--- src/rtl/mc_controller_pkg.sv ---
// Shared encodings for the multicycle MIPS control path: FSM states, opcodes,
// funct codes, the aluop field and the ALU operation codes.
package mc_controller_pkg;

   typedef enum logic [3:0] {
      S_FETCH  = 4'd0,
      S_DECODE = 4'd1,
      S_MEMADR = 4'd2,
      S_MEMRD  = 4'd3,
      S_MEMWB  = 4'd4,
      S_MEMWR  = 4'd5,
      S_EXEC   = 4'd6,
      S_ALUWB  = 4'd7,
      S_BRANCH = 4'd8,
      S_ADDIEX = 4'd9,
      S_ADDIWB = 4'd10,
      S_JUMP   = 4'd11
   } state_t;

   localparam logic [5:0] OP_RTYPE = 6'b000000;
   localparam logic [5:0] OP_LW    = 6'b100011;
   localparam logic [5:0] OP_SW    = 6'b101011;
   localparam logic [5:0] OP_BEQ   = 6'b000100;
   localparam logic [5:0] OP_ADDI  = 6'b001000;
   localparam logic [5:0] OP_J     = 6'b000010;

   localparam logic [5:0] FN_ADD = 6'b100000;
   localparam logic [5:0] FN_SUB = 6'b100010;
   localparam logic [5:0] FN_AND = 6'b100100;
   localparam logic [5:0] FN_OR  = 6'b100101;
   localparam logic [5:0] FN_SLT = 6'b101010;

   typedef enum logic [1:0] {
      ALUOP_ADD   = 2'b00,
      ALUOP_SUB   = 2'b01,
      ALUOP_FUNCT = 2'b10,
      ALUOP_RSVD  = 2'b11
   } aluop_t;

   localparam logic [2:0] ALU_AND = 3'b000;
   localparam logic [2:0] ALU_OR  = 3'b001;
   localparam logic [2:0] ALU_ADD = 3'b010;
   localparam logic [2:0] ALU_SUB = 3'b110;
   localparam logic [2:0] ALU_SLT = 3'b111;

endpackage

--- src/rtl/mc_controller_alu_dec.sv ---
// Combinational ALU decoder: aluop plus funct field to a 3-bit ALU operation.
// Shared with the single-cycle core, so it carries no state.
module alu_dec
   import mc_controller_pkg::*;
(
   input  aluop_t      i_aluop,
   input  logic [5:0]  i_funct,
   output logic [2:0]  o_alucontrol
);

   always_comb begin
      o_alucontrol = ALU_ADD;
      case (i_aluop)
         ALUOP_ADD: o_alucontrol = ALU_ADD;
         ALUOP_SUB: o_alucontrol = ALU_SUB;
         ALUOP_FUNCT: begin
            case (i_funct)
               FN_ADD:  o_alucontrol = ALU_ADD;
               FN_SUB:  o_alucontrol = ALU_SUB;
               FN_AND:  o_alucontrol = ALU_AND;
               FN_OR:   o_alucontrol = ALU_OR;
               FN_SLT:  o_alucontrol = ALU_SLT;
               default: o_alucontrol = ALU_ADD;
            endcase
         end
         default: o_alucontrol = ALU_ADD;
      endcase
   end

endmodule

--- src/rtl/mc_controller.sv ---
// Multicycle MIPS main controller: a Moore FSM whose state register is the only
// flop; pcen is the single output that also looks at the ALU zero flag.
module mc_controller
   import mc_controller_pkg::*;
(
   input  logic        clk,
   input  logic        reset,
   input  logic [5:0]  op,
   input  logic [5:0]  funct,
   input  logic        zero,
   output logic        pcen,
   output logic        memwrite,
   output logic        irwrite,
   output logic        regwrite,
   output logic        alusrca,
   output logic        iord,
   output logic        memtoreg,
   output logic        regdst,
   output logic [1:0]  alusrcb,
   output logic [1:0]  pcsrc,
   output logic [2:0]  alucontrol
);

   state_t r_state;
   state_t w_state_next;
   aluop_t w_aluop;
   logic   w_pcwrite;
   logic   w_branch;

   always_ff @(posedge clk) begin
      if (reset) r_state <= S_FETCH;
      else       r_state <= w_state_next;
   end

   always_comb begin
      w_state_next = S_FETCH;
      case (r_state)
         S_FETCH: w_state_next = S_DECODE;
         S_DECODE: begin
            case (op)
               OP_LW, OP_SW: w_state_next = S_MEMADR;
               OP_RTYPE:     w_state_next = S_EXEC;
               OP_BEQ:       w_state_next = S_BRANCH;
               OP_ADDI:      w_state_next = S_ADDIEX;
               OP_J:         w_state_next = S_JUMP;
               default:      w_state_next = S_FETCH;
            endcase
         end
         // Only lw and sw reach MEMADR; anything else there is treated as sw.
         S_MEMADR: w_state_next = (op == OP_LW) ? S_MEMRD : S_MEMWR;
         S_MEMRD:  w_state_next = S_MEMWB;
         S_EXEC:   w_state_next = S_ALUWB;
         S_ADDIEX: w_state_next = S_ADDIWB;
         default:  w_state_next = S_FETCH;
      endcase
   end

   always_comb begin
      w_pcwrite = 1'b0;
      w_branch  = 1'b0;
      w_aluop   = ALUOP_ADD;
      memwrite  = 1'b0;
      irwrite   = 1'b0;
      regwrite  = 1'b0;
      alusrca   = 1'b0;
      iord      = 1'b0;
      memtoreg  = 1'b0;
      regdst    = 1'b0;
      alusrcb   = 2'b00;
      pcsrc     = 2'b00;
      case (r_state)
         S_FETCH: begin
            irwrite   = 1'b1;
            w_pcwrite = 1'b1;
            alusrcb   = 2'b01;
         end
         S_DECODE: alusrcb = 2'b11;
         S_MEMADR, S_ADDIEX: begin
            alusrca = 1'b1;
            alusrcb = 2'b10;
         end
         S_MEMRD: iord = 1'b1;
         S_MEMWB: begin
            memtoreg = 1'b1;
            regwrite = 1'b1;
         end
         S_MEMWR: begin
            iord     = 1'b1;
            memwrite = 1'b1;
         end
         S_EXEC: begin
            alusrca = 1'b1;
            w_aluop = ALUOP_FUNCT;
         end
         S_ALUWB: begin
            regdst   = 1'b1;
            regwrite = 1'b1;
         end
         S_BRANCH: begin
            alusrca  = 1'b1;
            w_aluop  = ALUOP_SUB;
            pcsrc    = 2'b01;
            w_branch = 1'b1;
         end
         S_ADDIWB: regwrite = 1'b1;
         S_JUMP: begin
            pcsrc     = 2'b10;
            w_pcwrite = 1'b1;
         end
         default: ;
      endcase
   end

   assign pcen = w_pcwrite | (w_branch & zero);

   alu_dec u_alu_dec (
      .i_aluop      (w_aluop),
      .i_funct      (funct),
      .o_alucontrol (alucontrol)
   );

endmodule

--- config.mk ---
export PLATFORM = sky130hd
export DESIGN_NAME = mc_controller
export DESIGN_NICKNAME = d
export VERILOG_FILES = /design/src/rtl/mc_controller_pkg.sv /design/src/rtl/mc_controller_alu_dec.sv /design/src/rtl/mc_controller.sv
export SDC_FILE = /design/constraint.sdc
export NUM_CORES = 1
export LEC_CHECK = 0
export ABC_AREA = 1
export CORE_MARGIN = 4
export CORE_UTILIZATION = 40
export CTS_CLUSTER_DIAMETER = 100
export DETAILED_ROUTE_END_ITERATION = 10
export GPL_ROUTABILITY_DRIVEN = 1
export PLACE_DENSITY = 0.83
export SYNTH_ARGS = -nofsm -noshare
export SYNTH_HDL_FRONTEND = slang
export SYNTH_SLANG_ARGS = --single-unit
--- constraint.sdc ---
create_clock -name clk -period 3.1 [get_ports clk]
set_input_delay 0.31 -clock clk [delete_from_list [all_inputs] [get_ports clk]]
set_output_delay 0.31 -clock clk [all_outputs]
set_load 0.02 [all_outputs]
==> impl_results.html, run 1 <==
<table>
<tr><th>Metric</th><th>Value</th></tr>
<tr><th colspan="2">GRT</th></tr>
<tr><td>Via count of the first global-routing pass</td><td>657</td></tr>
<tr><td>Global-route wire length before repair</td><td>2.47 mm</td></tr>
<tr><td>Global-route usage over all layers</td><td>16.2%</td></tr>
<tr><td>Total gr overflow</td><td>0</td></tr>
<tr><td>Pin count of the biggest net entering global routing</td><td>7</td></tr>
<tr><td>Initial antenna violation count</td><td>0</td></tr>
<tr><th colspan="2">Route</th></tr>
<tr><td>Drt initial violations</td><td>19</td></tr>
<tr><td>Remaining DRCs</td><td>0</td></tr>
<tr><td>Total iterations of the first detailed-routing run</td><td>4</td></tr>
<tr><td>Total via count in the routed design</td><td>695</td></tr>
<tr><td>Routed length per instance</td><td>9.88 um</td></tr>
<tr><td>ANT nets after route</td><td>0</td></tr>
<tr><td>Total Routed Length</td><td>roughly 1.5 mm</td></tr>
<tr><td>Number of vias per cell after detailed routing</td><td>4.73</td></tr>
<tr><th colspan="2">Flow run</th></tr>
<tr><td>Max-cap violation count</td><td>0</td></tr>
<tr><th colspan="2">Power</th></tr>
<tr><td>Power density of the placed cells</td><td>209 nW/um2</td></tr>
<tr><td>Cell leakage power</td><td>around 0.00041 uW</td></tr>
<tr><td>Largest vdd supply drop</td><td>227 uV</td></tr>
<tr><th colspan="2">Synthesis</th></tr>
<tr><td>Part of the Yosys area used for sequential elements</td><td>14.9%</td></tr>
<tr><td>Net count after synthesis</td><td>119</td></tr>
<tr><td>Cell count after synthesis</td><td>101</td></tr>
<tr><td>Avg Inst Size Synth</td><td>5.31 um2</td></tr>
<tr><td>Cell area after synthesis</td><td>537 um2</td></tr>
<tr><td>Distinct cell type count after synthesis</td><td>16</td></tr>
<tr><td>Synth Register Bits</td><td>4</td></tr>
<tr><td>Count of warnings emitted by yosys</td><td>0</td></tr>
<tr><th colspan="2">Finish</th></tr>
<tr><td>Final design area excluding fillers</td><td>867 um2</td></tr>
<tr><td>Most frequent cells in the layout</td><td>clkdlybuf4s50_1, nor2_1, inv_1</td></tr>
<tr><td>Flip-flop count of the largest register, all copies and words added</td><td>4</td></tr>
<tr><td>Signed area change from the synthesized netlist to the final layout</td><td>61.5%</td></tr>
<tr><td>Biggest regs</td><td>r_state (4)</td></tr>
<tr><td>Commonest non-fill, non-tap cell in the layout</td><td>clkdlybuf4s50_1</td></tr>
<tr><td>Non-filler instance count after layout</td><td>147</td></tr>
<tr><td>Layout Nets</td><td>153</td></tr>
<tr><td>Top reg by flops</td><td>r_state</td></tr>
<tr><td>Diodes inserted</td><td>0</td></tr>
<tr><td>Layout cells sized above 1</td><td>8.27%</td></tr>
<tr><th colspan="2">Floorplan</th></tr>
<tr><td>Floorplan row count</td><td>12</td></tr>
<tr><td>Top-level port count</td><td>30</td></tr>
<tr><td>Placeable core region</td><td>1190 um2</td></tr>
<tr><td>Total Die Area</td><td>between 1500 and 2000 um2</td></tr>
<tr><td>Initial core utilization</td><td>45.3%</td></tr>
<tr><td>Die outline width</td><td>approximately 45 um</td></tr>
<tr><td>Die Y</td><td>around 45 um</td></tr>
<tr><th colspan="2">Placement</th></tr>
<tr><td>Port Buffers</td><td>29</td></tr>
<tr><td>Area post-placement</td><td>845 um2</td></tr>
<tr><td>Pre-CTS setup slack</td><td>~0.69 ns</td></tr>
<tr><td>Post-DP HPWL</td><td>1.15 mm</td></tr>
<tr><td>GPL Wtd Cong</td><td>0.789</td></tr>
<tr><td>Count of placed standard cells including taps</td><td>144</td></tr>
<tr><th colspan="2">CTS</th></tr>
<tr><td>CTS root buffer</td><td>clkbuf_4</td></tr>
<tr><td># H-tree levels</td><td>1</td></tr>
<tr><td>Clock input transition at the sequential cells of the worst setup and hold paths</td><td>0.04 ns</td></tr>
<tr><td>Setup repair bufs after CTS</td><td>0</td></tr>
<tr><td>Skew-Pair Late Insertion Delay</td><td>approximately 0.23 ns</td></tr>
<tr><td>Post-cts hold buffer count</td><td>0</td></tr>
<tr><td>Number of cells upsized or downsized after cts</td><td>0</td></tr>
<tr><td>Number of buffers added by the clock tree synthesis step</td><td>3</td></tr>
<tr><td>Sinks on the clock net</td><td>4</td></tr>
<tr><td>Number of buffers between clock root and the deepest sink</td><td>2</td></tr>
<tr><td>TritonCTS clock tree</td><td>done</td></tr>
<tr><th colspan="2">Timing</th></tr>
<tr><td>Crit path time final</td><td>around 2.7 ns</td></tr>
<tr><td>Number of pins exceeding their max-slew limit in the final report</td><td>0</td></tr>
<tr><td>Setup-violating endpoint count in the final report</td><td>0</td></tr>
<tr><td>Final setup TNS</td><td>0 ns</td></tr>
<tr><td>Number of endpoints with negative hold slack in the final report</td><td>0</td></tr>
<tr><td>PnR worst setup slack</td><td>0.446 ns</td></tr>
<tr><td>Achievable Freq</td><td>377 MHz</td></tr>
<tr><td>RSZ-0062 raised after global routing</td><td>no</td></tr>
<tr><td>Worst Hold Slack</td><td>0.668 ns</td></tr>
<tr><td>Normalized max-slew margin</td><td>83.1%</td></tr>
<tr><td>Worst-Margin Slew</td><td>0.252 ns</td></tr>
<tr><td>Clock skew after layout</td><td>between 0.002 and 0.0025 ns</td></tr>
<tr><td>Period utilisation layout</td><td>approximately 86%</td></tr>
<tr><th colspan="2">Run status</th></tr>
<tr><td>Status</td><td>complete, no violations</td></tr>
<tr><th colspan="2">Worst setup path</th></tr>
<tr><td>Worst path max stage delay</td><td>~0.62 ns</td></tr>
<tr><td>Cell with the largest stage delay on the worst path</td><td>clkdlybuf4s50_1</td></tr>
<tr><td>Crit-path max FO</td><td>4</td></tr>
<tr><td>Critical Path AT</td><td>between 2 and 2.5 ns</td></tr>
<tr><td>Start-to-end type of the worst setup path</td><td>flip-flop to output port</td></tr>
<tr><td>Data required time at the worst endpoint</td><td>2.79 ns</td></tr>
<tr><td>Cell family with most CP delay</td><td>buffers and inverters</td></tr>
<tr><td>Type of element launching the critical path</td><td>flip-flop</td></tr>
<tr><td>CP Buf/Inv Count</td><td>4</td></tr>
<tr><td>Worst R2R Setup Slack</td><td>1.98 ns</td></tr>
<tr><td>Type of destination of the critical path</td><td>output port</td></tr>
<tr><td>CP Cell Sequence</td><td>inv_1 &gt; nor2_1 &gt; inv_1 &gt; nor2_2 &gt; inv_1 &gt; ha_1 &gt; nand4_1 &gt; o22ai_1 &gt; clkdlybuf4s50_1</td></tr>
<tr><td>Cell seen most often among critical-path stages</td><td>inv_1</td></tr>
<tr><th colspan="2">Min path</th></tr>
<tr><td>Class of the tightest hold or removal check</td><td>flip-flop to flip-flop</td></tr>
</table>
## cells in the mapped netlist (all sizes together)
library cell  count  area (um2)
nand3            11        55.1
nor2             29         129
nand4             3        18.8
o21ai             2        10.0
nor3              1        5.00
nand3b            1        7.51
inv              21        78.8
a21oi             6        30.0
ha                3        37.5
dfxtp             4        80.1
o22ai             2        12.5
nand2            18        72.6
## final timing paths
| check | start | endpoint | cells past startpoint |
|---|---|---|---|
| hold / removal | r_state[0] | r_state[0] | 3 |
| hold reg to reg | r_state[0] | r_state[0] | 3 |
| setup / recovery | r_state[3] | alucontrol[0] | 9 |
| setup reg to reg | r_state[1] | r_state[3] | 7 |
## area by class of cell
class | instances | area, um2
inverter | 21 | 78.8
clock buffer | 3 | 22.5
fill | 113 | 319
sequential | 4 | 80.1
timing repair buffer | 29 | 290
tap | 14 | 17.5
multi-input combinational | 76 | 378
## per-layer routing
layer / track usage, % / vias to the layer above / wire, um
met4: 6.02 / 0 / 0
met1: 19.8 / 284 / 670
met5: 0 / - / 0
li1: - / 385 / -
met3: 2.03 / 0 / 122
met2: 28.4 / 26 / 659
## worst min-delay path: cells and delay by family (launching register included)
family	cells	cell delay (ns)
flip-flops	1	0.33
buffers and inverters	1	0.10
AO/OA/AOI/OAI	2	0.20
## cells by family after synthesis
kind of cell / synth area share (%)
and+or+nand+nor: 53.6
adders and majority gates: 6.99
buffers and inverters: 14.7
AOI/OAI and AO/OA: 9.79
DFF: 14.9
## power by group
| group | switching, uW | internal [uW] |
|---|---|---|
| Combinational | 31.1 | 32.3 |
| Sequential | 1.74 | 53.3 |
| Clock | 20.0 | 43.2 |
## per-stage QoR
step / util [%] / total power, uW
after floorplan: - / 84.2
after global placement: 71.2 / 118
after detailed placement: 71.2 / 119
after CTS: 73.1 / 183
after global routing: 73.1 / 197
final: 73.1 / 182
Note: power is estimated with default switching activity, not from simulation.
==> run 2, diff against run 1 <==
- CTS_CLUSTER_DIAMETER: 100 -> unset
==> results of run 2 <==
No change in the layout: final DEF, timing and power equal those of run 1.
==> run 3, diff against run 2 <==
- CAP_MARGIN: unset -> 10
==> results of run 3 <==
No change in the layout: final DEF, timing and power equal those of run 1.
==> edit, RTL diff (config.mk and constraints of run 3) <==
Put a register stage on the output `pcen`. The value now appears one clock later. The other outputs are not delayed to match.
--- a/src/rtl/mc_controller.sv
+++ b/src/rtl/mc_controller.sv
@@ -111,7 +111,9 @@
       endcase
    end
 
-   assign pcen = w_pcwrite | (w_branch & zero);
+   always_ff @(posedge clk) begin
+      pcen <= w_pcwrite | (w_branch & zero);
+   end
 
    alu_dec u_alu_dec (
       .i_aluop      (w_aluop),
Formal check against the unedited RTL: not equivalent (a bounded check fails within 4 cycles, from zero or initial values and one cycle with reset high).
==> edit against run 3 <==
  * Sequential share of layout area up 2.0 points
  * Worst setup slack worse by 0.067 ns
  * Count of clock-buffer cells in the layout unchanged
  * Fmax fell by 2.5%
  * Register-to-register slack got worse by 0.02 ns
  * Wire length increased by 3.9%
  * Synthesized area is 2.8% higher
  * Cell area up 2.5%
  * Critical path depth stayed put
  * Global-route usage is 0.83 points lower
  * Sequential cell count is 1 higher
  * Total power rose by 16%
==> edit: results (changes against run 3) <==
Power and ir drop
  – Power Density: 237 nW/um2 (was 209 nW/um2)

Final layout
  – NonClk Buf Share: 32.7% (was 33.5%)
  – Register Area: 100 um2 (was 80.1 um2)
  – Multi-In Gates: 74 (was 76)
  – Largest regs: r_state (4), pcen (1) (was r_state (4))
  – Count of flip-flops and latches: 5 (was 4)
  – Final net count: 152 (was 153)
  – Clk tree area frac: 3.10% (was 2.60%)
  – Share of cells above drive strength 1: 9.02% (was 8.27%)
  – Layout area overhead: 61.0% (was 61.5%)

Drt
  – Vias/cell: 5.01 (was 4.73)
  – Via count: 741 (was 695)
  – Met3 wire len: 133 um (was 122 um)
  – Drt wl/cell: 10.2 um (was 9.88 um)
  – DR WL met2: 769 um (was 659 um)

GRT
  – Met1 usage: 16.2% (was 19.8%)
  – Total Routing Usage GR: 15.4% (was 16.2%)
  – Met2 Resource Use GR: 27.1% (was 28.4%)

Synthesis
  – Area contributors post-synth: dfxtp_1, nor2_1, inv_1, nand2_1, nand3_1 (was nor2_1, dfxtp_1, inv_1, nand2_1, nand3_1)
  – Mapped Nets: 118 (was 119)
  – Register area share after synthesis: 18.1% (was 14.9%)

STA
  – Least-Margin Pin Slew: 0.300 ns (was 0.252 ns)
  – Hold slack: 0.674 ns (was 0.668 ns)

Placed design
  – Routability Congestion: 0.785 (was 0.789)

Min path
  – Worst Hold Class: input port to flop (was flop to flop)
  – Hold depth: 2 (was 3)

Clocking
  – Later-pin clock latency in the skew report: 0.25 ns (was 0.23 ns)

Status
  – Run status: finished clean (unchanged)
-- edit: cell types whose count changed after synthesis, sizes merged --
cell / before / now
nor2: 29 / 27
dfxtp: 4 / 5
nand3: 11 / 10
nand3b: 1 / 2
-- edit: worst register-to-register path: stages (launching register included) --
cell and delay, ns:
dfxtp_1 0.42, inv_1 0.08, nand2_2 0.10, inv_1 0.06, nand2_1 0.12, inv_1 0.05, nor2_1 0.12, a21oi_1 0.08
-- edit: kinds of logic after synthesis --
logic type / after synthesis / share of synthesized area (%)
buffers and inverters: 21 / 14.3
DFF: 5 / 18.1
and+or+nand+nor: 61 / 51.2
adders and majority gates: 3 / 6.80
AOI/OAI and AO/OA: 10 / 9.52
-- edit: power breakdown --
part | switching, mW | internal [mW] | leakage (nW) | total [mW]
clock network | 0.0312 | 0.0469 | 0.0177 | 0.0781
logic | 0.0303 | 0.0322 | 0.362 | 0.0625
registers | 0.00219 | 0.0674 | 0.0410 | 0.0695
total | 0.0637 | 0.146 | 0.420 | 0.210
